==> config.mk <==
export PLATFORM = sky130hd
export DESIGN_NAME = pir_level_encoder
export DESIGN_NICKNAME = d
export VERILOG_FILES = /design/src/rtl/pir_level_encoder.sv
export SDC_FILE = /design/constraint.sdc
export NUM_CORES = 1
export LEC_CHECK = 0
export ABC_AREA = 1
export CORE_AREA = 3 3 94 105
export CTS_CLUSTER_DIAMETER = 100
export CTS_CLUSTER_SIZE = 12
export DETAILED_ROUTE_END_ITERATION = 16
export DIE_AREA = 0 0 97 108
export GPL_ROUTABILITY_DRIVEN = 1
export PLACE_DENSITY_LB_ADDON = 0.25
export SYNTH_ARGS = -nofsm -noshare
export SYNTH_HDL_FRONTEND = slang
export SYNTH_SLANG_ARGS = --single-unit
==> constraint.sdc <==
create_clock -name clk -period 7.95 [get_ports clk]
set_clock_uncertainty 0.15 [all_clocks]
set_input_delay 1.9875 -clock clk [delete_from_list [all_inputs] [get_ports clk]]
set_output_delay 1.9875 -clock clk [all_outputs]
set_load 0.1 [all_outputs]
==> src/rtl/pir_level_encoder.sv <==
// pir_level_encoder: synchronises three PIR outputs and publishes per-window high-time levels with warm-up and peak-hold.
module pir_level_encoder #(
    parameter int WINDOW_CYCLES  = 100,
    parameter int THRESHOLD      = 50,
    parameter int HOLD_WINDOWS   = 3,
    parameter int WARMUP_WINDOWS = 2
) (
    input  logic       clk,
    input  logic       rst,
    input  logic       enable,
    input  logic [2:0] pir_raw,
    output logic [6:0] pir_sensor_1,
    output logic [6:0] pir_sensor_2,
    output logic [6:0] pir_sensor_3,
    output logic       level_valid,
    output logic [2:0] active
);
    localparam logic [1:0] OFF    = 2'd0;
    localparam logic [1:0] WARMUP = 2'd1;
    localparam logic [1:0] RUN    = 2'd2;
    localparam logic [6:0] TH     = 7'(THRESHOLD);
    logic [1:0] state;
    logic [2:0] s1, s;
    logic [6:0] win_cnt;
    logic [3:0] warm_cnt;
    logic [6:0] high_cnt[3];
    logic [3:0] hold_cnt[3];
    logic [6:0] level[3];
    logic [6:0] m[3];
    logic [6:0] nxt_level[3];
    logic [3:0] nxt_hold[3];
    logic       win_end;
    assign win_end = win_cnt == 7'(WINDOW_CYCLES - 1);
    assign pir_sensor_1 = level[0];
    assign pir_sensor_2 = level[1];
    assign pir_sensor_3 = level[2];
    // m includes the sample taken at the window-end edge itself
    always_comb begin
        for (int i = 0; i < 3; i++) begin
            m[i] = high_cnt[i] + 7'(s[i]);
            nxt_level[i] = m[i] >= TH ? ((hold_cnt[i] != 4'd0 && level[i] > m[i]) ? level[i] : m[i])
                                      : (hold_cnt[i] != 4'd0 ? level[i] : m[i]);
            nxt_hold[i] = m[i] >= TH ? 4'(HOLD_WINDOWS) : (hold_cnt[i] != 4'd0 ? hold_cnt[i] - 4'd1 : 4'd0);
        end
    end
    always_ff @(posedge clk) begin
        if (rst) begin
            state       <= OFF;
            s1          <= '0;
            s           <= '0;
            win_cnt     <= '0;
            warm_cnt    <= '0;
            level_valid <= 1'b0;
            active      <= '0;
            for (int i = 0; i < 3; i++) begin
                high_cnt[i] <= '0;
                hold_cnt[i] <= '0;
                level[i]    <= '0;
            end
        end else begin
            s1          <= pir_raw;
            s           <= s1;
            level_valid <= 1'b0;
            if (!enable) begin
                state    <= OFF;
                win_cnt  <= '0;
                warm_cnt <= '0;
                active   <= '0;
                for (int i = 0; i < 3; i++) begin
                    high_cnt[i] <= '0;
                    hold_cnt[i] <= '0;
                    level[i]    <= '0;
                end
            end else if (state == OFF) begin
                state    <= WARMUP_WINDOWS == 0 ? RUN : WARMUP;
                win_cnt  <= '0;
                warm_cnt <= '0;
            end else begin
                win_cnt <= win_end ? 7'd0 : win_cnt + 7'd1;
                if (state == WARMUP) begin
                    if (win_end) begin
                        warm_cnt <= warm_cnt + 4'd1;
                        if (warm_cnt == 4'(WARMUP_WINDOWS - 1)) state <= RUN;
                    end
                end else begin
                    for (int i = 0; i < 3; i++) high_cnt[i] <= win_end ? 7'd0 : m[i];
                    if (win_end) begin
                        level_valid <= 1'b1;
                        for (int i = 0; i < 3; i++) begin
                            level[i]    <= nxt_level[i];
                            hold_cnt[i] <= nxt_hold[i];
                            active[i]   <= nxt_level[i] >= TH;
                        end
                    end
                end
            end
        end
    end
endmodule

-- Yosys cells after proc, flatten, opt, wreduce, memory -nomap -nowiden
Memories as Yosys holds them, arrays and structs flattened.
Cells that the tools add are included.
- register bits: 23
- bits in latches: 0
- RAM bits: 54
- ROM bits: 0
- input port bits: 6
- output and inout bits: 25
- logic and storage cells: 125
- memories: 3
- $lt $le $gt $ge: 9
- $add $sub $neg: 8
- divide/modulo/power cells: 0
- eq/ne operators: 3
- multiply operators: 0
- bitwise gates (word level): 21
- shift-type cells: 0
- reduce and logical (&&, ||, !) cells: 17
- multiplexer cells: 56
- memories (memory ; words ; width ; read ports ; clocked after memory_dff ; wr ports ; line ; source):
    high_cnt ; 3 ; 7 ; 3 ; 0 ; 3 ; 26 ; logic [6:0] high_cnt[3];
    level ; 3 ; 7 ; 3 ; 0 ; 3 ; 28 ; logic [6:0] level[3];
    hold_cnt ; 3 ; 4 ; 3 ; 0 ; 3 ; 27 ; logic [3:0] hold_cnt[3];
- operator list (kind ; count):
    2-to-1 mux 7 bit ; 24
    2-to-1 mux 4 bit ; 12
    greater-or-equal comparator 7 x 6 -> 1 bit (second input constant) ; 6
    adder 7 x 1 -> 7 bit ; 3
    greater-than comparator 7 bit ; 3
    2-to-1 mux 1 bit ; 20
    bitwise OR 1 bit ; 18
    nonzero test 4 bit ; 3
    subtractor 4 x 1 -> 4 bit (second input constant) ; 3
    AND reduction 3 bit ; 3
    adder 7 x 1 -> 7 bit (second input constant) ; 1
    == test 7 bit (second input constant) ; 1
    nonzero test 2 bit ; 3
    adder 4 x 1 -> 4 bit (second input constant) ; 1
    == test 4 x 1 -> 1 bit (second input constant) ; 1
    OR reduction 4 bit ; 1
    logical AND 1 bit ; 3
    NOT 1 bit ; 3
    OR reduction 3 bit ; 1
    == test 2 x 1 -> 1 bit (second input constant) ; 1
    zero test 2 bit ; 1
    AND reduction 2 bit ; 1
    OR reduction 2 bit ; 1

-- Depth between registers and ports, before layout
Gate-level depths: netlist (run 1).
- word-level depth: 8
- gate-level depth with buffers: 20
- mapped depth without buffers: 20

-- Worst setup path before layout (run 1)
OpenSTA, ideal clock, no wires.
- kind: input to register
- start point: input enable
- end point: memory hold_cnt[0][0] (enable)
- slack: 4417 ps
- stages: 3
- arrival: 2898 ps
- setup time: 485 ps
- data required time: 7315 ps
- path through: inv_1 -> nor2_1 -> nand2_1
- RTL lines (item ; line ; source):
    start: declaration ; 10 ; input logic enable,
    end: declaration ; 27 ;

==> results.yml, run 1 <==
status:
  outcome: "completed"
die:
  floorplan.initialDensity_pct: 54.60
  die_width_um: 97
  ioPinCount: 31
  core-area_sq_um: 8874
  die-area_sq_um: 10480
  die_y_um: 108
  rows: 36
placement:
  gp_routability_congestion: 0.8827
  place.detailed.hpwl_um: 7891
  port-buffer-count: 30
  place_ws_ns: 3.235
setup_path:
  cp_max_fo: 29
  crit_path_cell_trace: "clkdlybuf4s50_1 > nor2_1 > inv_1 > nor2_1 > nand2_1 > inv_1 > nand2_1 > a21oi_1"
  r2r-end: "active[1]"
  timing.critical_path.slowest_cell_delay_ns: 0.58
  timing.critical_path.from_type: "primary input"
  timing.reg2reg.setup_slack_ns: 4.81
  critPathRequiredTime_ns: 8.00
  rr_startpoint: "high_cnt[0][7]"
  crit_type: "primary input to flop"
  crit_path_end_kind: "flop"
  cp_top_family: "simple AND/OR/NAND/NOR gates"
  rr_worst_depth: 19
  arrival_ns: 4.40
  cp.buffers_inverters: 3
  slowest_stage: "sky130_fd_sc_hd__nand2_1"
clock_tree:
  cts_buffers: 9
  cts.path.max_buffers: 2
  cts.root.buffer_cell: "sky130_fd_sc_hd__clkbuf_8"
  ctsHtreeMaxLevel: 3
  clock_sink_count: 77
  clk_latency_ns: 0.35
  postCtsResizedCells: 0
  cts-hold-fix-buffers: 0
  tritoncts: "built"
  clkTransAtPathRegs_ns: 0.08
  postCtsSetupBuffers: 0
final_layout:
  layout.nets: 696
  drive_above_1_share_pct: 9.403
  final_core_util_pct: 61.58
  antenna_cells_inserted: 0
  final.fill_count: 780
  layout_common_cells: "sky130_fd_sc_hd__nand2_1, sky130_fd_sc_hd__inv_1, sky130_fd_sc_hd__nor2_1"
  flow.area_growth_from_synthesis_pct: 12.78
  leading_cell_type_in_the_layout_fill_and_taps_excluded: "sky130_fd_sc_hd__nand2_1"
logic_synthesis:
  synthTopCellsByArea: "sky130_fd_sc_hd__edfxtp_1, sky130_fd_sc_hd__nand2_1, sky130_fd_sc_hd__dfxtp_1"
  synth_sequential_area_ratio_pct: 42.98
  post_synth_inst_count: 629
  synth.net_count: 660
  share_of_the_synthesized_area_in_the_top_cell_type_pct: 33.47
  yosysTopAreaCell: "sky130_fd_sc_hd__edfxtp_1"
  ys_types: 36
  synthesized_area_per_cell_sq_um: 7.702
  synth-warning-count: 0
  synth_seq_cells: 77
  syn_std_cell_area_sq_um: 4845
power_and_ir_drop:
  power_switching_share_pct: 31.99
  seqPwrFrac_pct: 49.3
  cellInternalPower_uw: 630.6
  power.switching_uw: 296.6
  clk_pwr_share_pct: 30.8
  p_comb_share_pct: 19.9
  peakVddDrop_v: 0.0001140
  cellLeakagePower_uw: 0.002399
  report.power.total_uw: 927.2
  power-per-cell-area_nw_per_um2: 169.7
detailed_routing:
  detail_route.drc_violations: 0
  drtIter0Drc: 259
  routed-via-count: 4168
  via_per_inst: 5.316
  detail_route.wl_per_cell_um: 13.32
  drt_wl_total_um: 10440
  detail-route-antenna-nets: 0
  detail_route.first_pass.iterations: 5
sta:
  fin_crit_sh_pct: 54.75
  slew_headroom_pct: 32.42
  setup_violating_endpoint_count_in_the_final_report: 0
  slew_viol_final: 0
  final.min_clock_period_ns: 4.353
  hold_viol: 0
  max_clock_freq_ghz: 0.2297
  tightestPinTransition_ns: 1.011
  setup_repair_after_global_routing_missed_its_margin: "no"
  fin_ws_ns: 3.597
  fin_setup_tns_ns: 0
hold_path:
  hold-path-cell-count: 2
  hold_start: "s1[0]"
  hold_class: "flop to flop"
  worstHoldEndpoint: "s[0]"
job:
  maxCapViolCount: 0
global_route:
  grt_pass1_wl_um: 17730
  overflow: 0
  antenna_found_initial: 0
  global_route.usage.total_pct: 20.65
  grt_max_degree: 34
  first_global_vias: 4019
[cells by family (layout without fill, tap and decap cells)]
logic type	count (synthesis)	in the layout	share of synthesized area, %
AND/OR/NAND/NOR	327	327	30.42
AO/OA/AOI/OAI	81	81	10.02
buffers and inverters	112	153	8.703
XOR/XNOR	7	7	1.421
flip-flops	77	77	42.98
adder cells (fa/ha/maj)	25	25	6.457
[Yosys cell counts (all sizes together)]
| cell | n |
|---|---|
| a2111oi | 2 |
| a21boi | 1 |
| a21oi | 29 |
| buf | 1 |
| clkbuf | 5 |
| dfxtp | 23 |
| edfxtp | 54 |
| ha | 25 |
| inv | 106 |
| nand2 | 148 |
| nand3 | 68 |
| nand3b | 6 |
| nand4 | 4 |
| nor2 | 95 |
| nor3 | 4 |
| nor4b | 1 |
| o211ai | 12 |
| o21a | 1 |
| o21ai | 26 |
| o21bai | 5 |
| o311ai | 1 |
| o31ai | 4 |
| or2 | 1 |
| xnor2 | 3 |
| xor2 | 4 |
[worst max-delay path by stage]
stage | startpoint | to | slack, ns | depth (start not counted)
6_report | rst | hold_cnt[0][6] | 3.60 | 8
5_1_grt | rst | hold_cnt[0][2] | 3.35 | 6
4_1_cts | rst | hold_cnt[0][6] | 3.58 | 8
3_5_place_dp | rst | hold_cnt[0][6] | 3.24 | 8
3_3_place_gp | rst | hold_cnt[0][6] | 3.35 | 8
2_1_floorplan | enable | hold_cnt[0][0] | 4.42 | 3
[metrics by stage]
stage          area, sq um  std cells  hold slack, ns
2_1_floorplan         4845        629          0.2383
3_3_place_gp          5271        768          0.2447
3_5_place_dp          5271        768          0.2450
4_1_cts               5464        784          0.2549
5_1_grt               5464        784          0.2921
6_report              5464        784          0.2543
[metal layers]
layer  global-route usage (%)  routed length (um)  vias to the layer above  part of all wire [%]
met2                    36.88                5166                       98                    49
li1                         -                   -                     2141                     -
met1                    25.85                4652                     1915                    45
met3                    2.258                 430                       14                   4.1
met5                        0                   0                        -                     0
met4                    7.924                 192                        0                   1.8
[worst register-to-register path, cell delays in order (launching register included)]
cell and delay (ns):
sky130_fd_sc_hd__edfxtp_1 0.37, sky130_fd_sc_hd__ha_1 0.23, sky130_fd_sc_hd__ha_1 0.24, sky130_fd_sc_hd__nand2_1 0.06, sky130_fd_sc_hd__inv_1 0.05, sky130_fd_sc_hd__nor2_1 0.21, sky130_fd_sc_hd__inv_1 0.13, sky130_fd_sc_hd__ha_1 0.32
sky130_fd_sc_hd__inv_1 0.06, sky130_fd_sc_hd__o31ai_1 0.22, sky130_fd_sc_hd__nand2_1 0.07, sky130_fd_sc_hd__nand3b_2 0.23, sky130_fd_sc_hd__nand2_4 0.12, sky130_fd_sc_hd__nand2_4 0.09, sky130_fd_sc_hd__nand2_1 0.07, sky130_fd_sc_hd__nand3_1 0.07
sky130_fd_sc_hd__nand2_1 0.10, sky130_fd_sc_hd__nand3_1 0.09, sky130_fd_sc_hd__nand2_1 0.10, sky130_fd_sc_hd__a21oi_2 0.05
[power by group through the flow]
stage	sequential (uW)	clock (uW)	combinational (uW)
after detailed placement	466	0	183
after global placement	466	0	181
final	457	285	185
after CTS	457	290	184
after floorplan	503	0	104
after global routing	459	308	204
[area by class of cell]
type	count	area (sq um)	area share, %
inverters	106	397.9	7.282
multi-input cells	440	2341	42.84
well taps	114	142.6	2.610
flip-flops and latches	77	2082	38.10
clock buffers	10	148.9	2.725
repair buffers	31	307.8	5.633
clock inverters	6	43.79	0.8015
[flip-flops by register name, indices dropped and copies added (netlist names)]
register,cells
warm_cnt,4
level_valid,1
s1,3
active,3
high_cnt,21
level,21
s,3
hold_cnt,12
win_cnt,7
state,2
Note: power is estimated with default switching activity, not from simulation.
==> inputs of run 2 (changes only) <==
- CORE_AREA: 3 3 94 105 -> 3 3 95 106
- DIE_AREA: 0 0 97 108 -> 0 0 98 109
- clock period: 7.95 -> 3.81 ns (I/O delays scaled with it)
==> run 2 against run 1 <==
  * Clock-buffer cell count is the same
  * Power rose by 120%
  * Via count fell by 0.22%
  * Critical path depth is 11 higher
  * Critical endpoint is now active[1]
  * Largest power group unchanged
==> results.yml, run 2 (synthesized netlist as in run 1, its figures left out) <==
power_and_ir_drop:
  cellLeakagePower_uw: 0.002470
  peakVddDrop_v: 0.0002451
  power-per-cell-area_nw_per_um2: 370.1
placement:
  port-buffer-count: 30
  gp_routability_congestion: 0.8692
  place_ws_ns: 0.6576
  place.detailed.hpwl_um: 7930
  placed_cells_incl_taps: 772
detailed_routing:
  drtIter0Drc: 250
  drt_wl_total_um: 10420
  via_per_inst: 5.278
  routed-via-count: 4159
  detail_route.drc_violations: 0
  detail_route.wl_per_cell_um: 13.22
  detail_route.first_pass.iterations: 5
  detail-route-antenna-nets: 0
final_layout:
  top_regs: "high_cnt (21), level (21), hold_cnt (12)"
  post_layout_nonfiller_instances: 788
  final.fill_count: 793
  layout_common_cells: "sky130_fd_sc_hd__nand2_1, sky130_fd_sc_hd__inv_1, sky130_fd_sc_hd__nor2_1"
  layout.nets: 700
  final_core_util_pct: 60.93
  flow.area_growth_from_synthesis_pct: 12.73
  antenna_cells_inserted: 0
  leading_cell_type_in_the_layout_fill_and_taps_excluded: "sky130_fd_sc_hd__nand2_1"
  drive_above_1_share_pct: 13.65
die:
  core-area_sq_um: 8964
  die_width_um: 98
  rows: 36
  die_y_um: 109
  floorplan.initialDensity_pct: 54.05
  die-area_sq_um: 10680
  ioPinCount: 31
global_route:
  overflow: 0
  grt_max_degree: 34
  global_route.usage.total_pct: 20.39
  first_global_vias: 3852
  grt_pass1_wl_um: 17580
  antenna_found_initial: 0
setup_path:
  crit_type: "flop to flop"
  cp_max_fo: 8
  arrival_ns: 3.22
  timing.critical_path.from_type: "flop"
  critPathRequiredTime_ns: 3.91
  timing.reg2reg.setup_slack_ns: 0.69
  crit_path_end_kind: "flop"
hold_path:
  hold_class: "flop to flop"
sta:
  setup_violating_endpoint_count_in_the_final_report: 0
  hold_viol: 0
  fin_ws_ns: 0.6904
  tightestPinTransition_ns: 0.7405
  slew_headroom_pct: 50.51
  final.min_clock_period_ns: 3.120
  setup_repair_after_global_routing_missed_its_margin: "no"
  whs_ns: 0.2634
  fin_setup_tns_ns: 0
  slew_viol_final: 0
  fin_crit_sh_pct: 81.88
  max_clock_freq_ghz: 0.3206
clock_tree:
  clkTransAtPathRegs_ns: 0.09
  cts.path.max_buffers: 2
  tritoncts: "built"
  cts.root.buffer_cell: "sky130_fd_sc_hd__clkbuf_8"
  postCtsSetupBuffers: 0
  cts-hold-fix-buffers: 0
  postCtsResizedCells: 0
  ctsHtreeMaxLevel: 3
  clk_latency_ns: 0.36
  cts_buffers: 9
  clock_sink_count: 77
status:
  outcome: "completed"
job:
  maxCapViolCount: 0
[run 2: cell type report]
| type | count | area, sq um | area share, % |
|---|---|---|---|
| Multi-Input combinational cell | 440 | 2341 | 42.86 |
| Sequential cell | 77 | 2082 | 38.12 |
| Inverter | 106 | 397.9 | 7.285 |
| Timing Repair Buffer | 35 | 275.3 | 5.040 |
| Clock buffer | 10 | 148.9 | 2.726 |
| Tap cell | 114 | 142.6 | 2.612 |
| Clock inverter | 6 | 73.82 | 1.352 |
[run 2: routing by layer]
metal	track usage (%)	up-vias	share of wire (%)
li1	-	2145	-
met1	25.04	1896	44
met2	36.24	103	50
met3	4.031	15	4.6
met4	6.429	0	1.6
met5	0	-	0
[run 2: worst max-delay path, cell delays in order, from the launching register on]
cell                       delay, ns
sky130_fd_sc_hd__edfxtp_1       0.37
sky130_fd_sc_hd__ha_1           0.23
sky130_fd_sc_hd__ha_1           0.25
sky130_fd_sc_hd__nand2_1        0.07
sky130_fd_sc_hd__inv_1          0.05
sky130_fd_sc_hd__nor2_1         0.20
sky130_fd_sc_hd__inv_1          0.14
sky130_fd_sc_hd__ha_1           0.32
sky130_fd_sc_hd__inv_1          0.05
sky130_fd_sc_hd__o31ai_1        0.22
sky130_fd_sc_hd__nand2_1        0.07
sky130_fd_sc_hd__nand3b_2       0.22
sky130_fd_sc_hd__nand2_4        0.12
sky130_fd_sc_hd__nand2_4        0.09
sky130_fd_sc_hd__nand2_1        0.07
sky130_fd_sc_hd__nand3_1        0.07
sky130_fd_sc_hd__nand2_1        0.11
sky130_fd_sc_hd__nand3_1        0.09
sky130_fd_sc_hd__nand2_1        0.08
sky130_fd_sc_hd__a21oi_2        0.05
[run 2: final timing paths]
kind,startpoint,end,cells after the start
min,s1[2],s[2],2
max,high_cnt[0][7],active[1],19
max reg2reg,high_cnt[0][7],active[1],19
min reg2reg,s1[2],s[2],2
[run 2: stage by stage]
step	area, sq um	power (uW)
floorplan	4845	1267
global placement	5239	1345
detailed placement	5239	1354
CTS	5461	2036
global route	5461	2116
finish	5461	2022
[run 2: where the power goes]
part	internal (uW)	leakage, uW	switching, uW
Sequential	924	0.000780	29.9
Combinational	110	0.00157	273
Clock	354	0.000115	330
==> inputs of run 3 (changes only) <==
- clock period: 3.81 -> 2.6 ns (I/O delays scaled with it)
==> run 3 against run 2 <==
  * The run now ends with negative setup slack left
  * Via count is 12% higher
  * Critical path depth stayed put
  * Setup slack worse by 0.92 ns
  * Power is 55% higher
  * Sequential share of layout area is 6.7 points lower
==> results.yml, run 3 (synthesized netlist as in run 1, its figures left out) <==
global_route:
  grt_pass1_wl_um: 20310
  overflow: 0
  grt_max_degree: 18
  first_global_vias: 4437
  antenna_found_initial: 0
  global_route.usage.total_pct: 23.41
setup_path:
  critPathRequiredTime_ns: 2.70
  timing.critical_path.slowest_cell_delay_ns: 0.41
  crit_path_cell_trace: "ha_2 > ha_4 > nand2_2 > inv_2 > nor2_4 > inv_2 > ha_4 > inv_2 > o31ai_2 > nand2_1 > nand3b_1 > nand2_4 > nand2_8 > nand2_2 > nand3_2 > nand2_2 > nand3_2 > nand2_2 > a21oi_2"
  cp_top_family: "simple AND/OR/NAND/NOR gates"
  cp_max_fo: 8
  crit_path_end_kind: "flop"
  cp.buffers_inverters: 3
  crit_path_frequent_cell: "sky130_fd_sc_hd__nand2_2"
  timing.critical_path.from_type: "flop"
  crit_type: "flop to flop"
  slowest_stage: "sky130_fd_sc_hd__edfxtp_1"
  arrival_ns: 2.93
  timing.reg2reg.setup_slack_ns: -0.23
die:
  floorplan.initialDensity_pct: 54.05
  die_y_um: 109
  rows: 36
  ioPinCount: 31
  die-area_sq_um: 10680
  die_width_um: 98
  core-area_sq_um: 8964
final_layout:
  antenna_cells_inserted: 0
  top_regs: "high_cnt (21), level (21), hold_cnt (12)"
  flow.area_growth_from_synthesis_pct: 36.70
  drive_above_1_share_pct: 38.21
  final.fill_count: 648
  leading_cell_type_in_the_layout_fill_and_taps_excluded: "sky130_fd_sc_hd__nand2_1"
  layout.nets: 764
  layout_common_cells: "sky130_fd_sc_hd__nand2_1, sky130_fd_sc_hd__buf_4, sky130_fd_sc_hd__inv_1"
  postLayoutCellArea_sq_um: 6623
detailed_routing:
  drtIter0Drc: 296
  drt_wl_total_um: 13110
  via_per_inst: 5.446
  detail_route.wl_per_cell_um: 15.38
  routed-via-count: 4640
  detail_route.first_pass.iterations: 4
  detail_route.drc_violations: 0
  detail-route-antenna-nets: 0
clock_tree:
  clk_latency_ns: 0.36
  tritoncts: "built"
  cts.path.max_buffers: 2
  clock_sink_count: 77
  clkTransAtPathRegs_ns: 0.08
  ctsHtreeMaxLevel: 3
  cts.root.buffer_cell: "sky130_fd_sc_hd__clkbuf_8"
  cts_buffers: 9
  cts-hold-fix-buffers: 0
placement:
  place.detailed.hpwl_um: 8660
  place_ws_ns: -0.2103
  placed_area_sq_um: 5573
  gp_routability_congestion: 0.8923
  port-buffer-count: 30
hold_path:
  hold_class: "flop to flop"
sta:
  final.min_clock_period_ns: 2.832
  slew_viol_final: 0
  hold_viol: 0
  max_clock_freq_ghz: 0.3531
  setup_violating_endpoint_count_in_the_final_report: 24
  tightestPinTransition_ns: 0.3844
  setup_repair_after_global_routing_missed_its_margin: "yes"
  fin_crit_sh_pct: 108.9
  fin_ws_ns: -0.2318
  slew_headroom_pct: 74.28
power_and_ir_drop:
  cellLeakagePower_uw: 0.002908
  power-per-cell-area_nw_per_um2: 472.5
  peakVddDrop_v: 0.0003195
status:
  outcome: "finished, violations left"
  violations_in_the_final_reports: "negative setup slack"
job:
  maxCapViolCount: 0
-- run 3: layout make-up --
type / instances / area (sq um) / area share [%]
clock inverter: 3 / 15.01 / 0.2267
inverter: 106 / 407.9 / 6.159
timing repair buffer: 99 / 763.2 / 11.52
tap: 114 / 142.6 / 2.154
sequential: 77 / 2082 / 31.44
clock buffer: 13 / 191.4 / 2.891
multi-input combinational: 440 / 3020 / 45.61
-- run 3: metal layers --
| layer | GRT usage (%) | part of all wire (%) | vias up |
|---|---|---|---|
| li1 | - | - | 2274 |
| met1 | 30.19 | 42 | 2171 |
| met2 | 40.08 | 50 | 159 |
| met3 | 3.007 | 5.0 | 36 |
| met4 | 9.397 | 3.1 | 0 |
| met5 | 0 | 0 | - |
-- run 3: per-stage QoR --
step | util, % | hold WS, ns | power, uW | instances | TNS, ns
after floorplan | - | 0.2383 | 1861 | 629 | 0
after global placement | 62.17 | 0.2439 | 2016 | 813 | -2.271
after detailed placement | 62.17 | 0.2518 | 2024 | 813 | -3.823
after CTS | 68.10 | 0.2498 | 3001 | 838 | -1.270
after global routing | 73.88 | 0.2815 | 3249 | 852 | -6.453
final | 73.88 | 0.2478 | 3129 | 852 | -3.210
-- run 3: tightest hold or removal path, delay by kind of cell (launching register included) --
family	cells	cell delay [ns]
flip-flops	1	0.30
AND/OR/NAND/NOR	1	0.03
buffers and inverters	1	0.04
-- run 3: final timing paths --
kind,depth (start not counted),end,start
max reg2reg,19,active[2],high_cnt[0][14]
min,2,s[2],s1[2]
min reg2reg,2,s[2],s1[2]
max,19,active[2],high_cnt[0][14]
-- run 3: what timing repair did --
item                       4_1_cts  5_1_grt
pin swaps                       42       59
setup endpoints to repair       24       29
gates cloned                     0        0
gates resized for setup         64       99
buffers inserted                 9       14
-- run 3: power by group --
part	switching (uW)	leakage, uW	internal (uW)
clock network	449	0.000109	485
registers	52.2	0.000780	1350
logic	520	0.00202	268
total	1020	0.00291	2110
==> edit: new RTL, settings of run 3 <==
Put a register stage on the output `pir_sensor_3`, cleared by the reset. The value now appears one clock later. The other outputs are not delayed to match.
--- a/src/rtl/pir_level_encoder.sv
+++ b/src/rtl/pir_level_encoder.sv
@@ -33,7 +33,13 @@
     assign win_end = win_cnt == 7'(WINDOW_CYCLES - 1);
     assign pir_sensor_1 = level[0];
     assign pir_sensor_2 = level[1];
-    assign pir_sensor_3 = level[2];
+    always_ff @(posedge clk) begin
+        if (rst) begin
+            pir_sensor_3 <= '0;
+        end else begin
+            pir_sensor_3 <= level[2];
+        end
+    end
     // m includes the sample taken at the window-end edge itself
     always_comb begin
         for (int i = 0; i < 3; i++) begin
Function: no difference found for any inputs over 10 cycles, from zero or initial values and one cycle with rst high; that may be too few to reach the edited logic, so the function may still have changed.
==> edit against run 3 <==
  * The flow still finishes with violations (setup timing)
  * Setup slack better by 44 ps
  * Power is 1.2% higher
  * Maximum frequency is 1.6% higher
  * Synthesized area is 6.0% higher
  * Cell area is 2.0% lower
  * Sequential cell count is 7 higher
  * Wire length is 5.4% lower
  * Global-route usage is 0.16 points higher
  * Cell count is 0.35% higher
  * Non-clock buffer count is 14 lower
  * Combinational power is 7.9% lower
  * Critical endpoint is now active[1]$_SDFFE_PP0P_
==> edit: results (changes against run 3) <==
Hold path
  • Worst hold start: s1[2]$_SDFF_PP0_
  • Min-Delay Path Depth: 2 (unchanged)

Global route
  • Vias in the first global route: 4537 (+2.3%)
  • First-pass GRT wire length: 20.4 mm (+0.37%)
  • Met2 Resource Use GR: 0.406 (+0.00486)
  • Met3 GRT Util: 0.0352 (+0.00512)
  • Met1 Resource Use GR: 0.297 (-0.00462)
  • Largest net degree at the start of global routing: 23 (+5)
  • Gr usage total: 0.236 (+0.00157)

Clock network
  • Resize count post-CTS: 50 (-22%)
  • Post-CTS setup buffers: 12 (+3)

Place
  • Global placement routability congestion: 0.911 (+2.1%)
  • DP Worst Slack: -245 ps (-34.9 ps)
  • Detail Placement HPWL: 8.37 mm (-3.3%)

Yosys
  • Synth top cells by count: nand2_1, inv_1, nor2_1
  • Synth unique cells: 40 (+11%)
  • Xor-xnor portion of the synthesized cell area: 0.0134 (-0.000800)
  • Adder-cell share of the synthesized area: 0.0609 (-0.00364)
  • Compound-gate portion of the synthesized area: 0.101 (+0.000695)
  • Post-synthesis net count: 692 (+4.8%)
  • Top post-synthesis cells by area: edfxtp_1, dfxtp_1, nand2_1
  • Number of synthesized flops with an enable pin: 54 (unchanged)
  • Post-synthesis sequential area ratio: 0.433 (+0.00310)

Routing
  • Wire length on met1: 5.42 mm (-1.1%)
  • DR WL met2: 6.11 mm (-6.9%)
  • Initial DRC count: 248 (-16%)
  • Drt pass-1 iters: 5 (+1)
  • Metal3 WL: 504 um (-22%)
  • Wire length per cell: 14.5 um (-5.7%)
  • Vias/cell: 5.44 (about the same)

Pwr
  • Leakage: 2.89 nW (-0.50%)
  • Logic pwr share: 0.229 (-0.023)
  • P_seq: 1.51 mW (+7%)
  • Maximum VDD drop: 0.000353 V (+11%)
  • Net switching power: 1.02 mW (-0.28%)

Worst setup path
  • Max Fanout on Critical Path: 8 (unchanged)
  • FF-to-FF Start: high_cnt[0][7]$_SDFFCE_PP0P_
  • RR Endpoint: active[1]$_SDFFE_PP0P_
  • R2r worst-path depth: 20 (+1)

Finish
  • Fin nets: 767 (+0.39%)
  • # fillers: 693 (+6.9%)
  • Registers with the most flip-flops: high_cnt (21), level (21), hold_cnt (12)
  • Layout cells sized above 1: 0.301 (-0.0812)

Timing
  • Hold_ws: 262 ps (+13.9 ps)
  • PnR worst setup slack: -188 ps (+44.1 ps)
  • Slew headroom: 0.762 (+0.0188)
  • Final setup violation count: 23 (-4.2%)

Run
  • Max Cap Viol: 0 (unchanged)

Run status
  • Failing checks: setup timing
  • Status: finished with violations
## edit: final cells by class
type / instances / area [um2] / share of cell area
multi-input combinational: 446 / 2840 / 0.437
tap: 114 / 143 / 0.0220
inverter: 110 / 437 / 0.0673
timing repair buffer: 85 / 663 / 0.102
clock buffer: 9 / 124 / 0.0191
clock inverter: 7 / 67.6 / 0.0104
sequential: 84 / 2220 / 0.342
## edit: worst max-delay path by stage
stage / startpoint / endpoint / slack [ps] / cells past startpoint
6_report: high_cnt[0][7]$_SDFFCE_PP0P_ / active[1]$_SDFFE_PP0P_ / -190 / 20
5_1_grt: high_cnt[0][0]$_SDFFCE_PP0P_ / active[0]$_SDFFE_PP0P_ / -330 / 19
4_1_cts: high_cnt[0][7]$_SDFFCE_PP0P_ / active[1]$_SDFFE_PP0P_ / -170 / 19
3_5_place_dp: high_cnt[0][7]$_SDFFCE_PP0P_ / active[1]$_SDFFE_PP0P_ / -250 / 19
3_3_place_gp: high_cnt[0][7]$_SDFFCE_PP0P_ / active[1]$_SDFFE_PP0P_ / -180 / 19
2_1_floorplan: high_cnt[0][0]$_SDFFCE_PP0P_ / level[0][6]$_SDFFCE_PN0P_ / 6 / 16
## edit: worst register-to-register path: cells and delay by family (launching register included)
family                     cells  cell delay [ps]
and+or+nand+nor               11             1040
adders and majority gates      3              620
DFF                            1              420
buffers and inverters          5              350
AOI/OAI and AO/OA              1              140
## edit: per-stage QoR
stage                     cells  cell area [um2]  setup TNS, ps  utilization  power [mW]
after floorplan             661             5170              0            -        1.98
after global placement      821             5690          -1210        0.635        2.12
after detailed placement    821             5690          -2250        0.635        2.13
after CTS                   850             6180          -1520        0.689        3.10
after global routing        855             6490          -5470        0.724        3.31
final                       855             6490          -2120        0.724        3.17
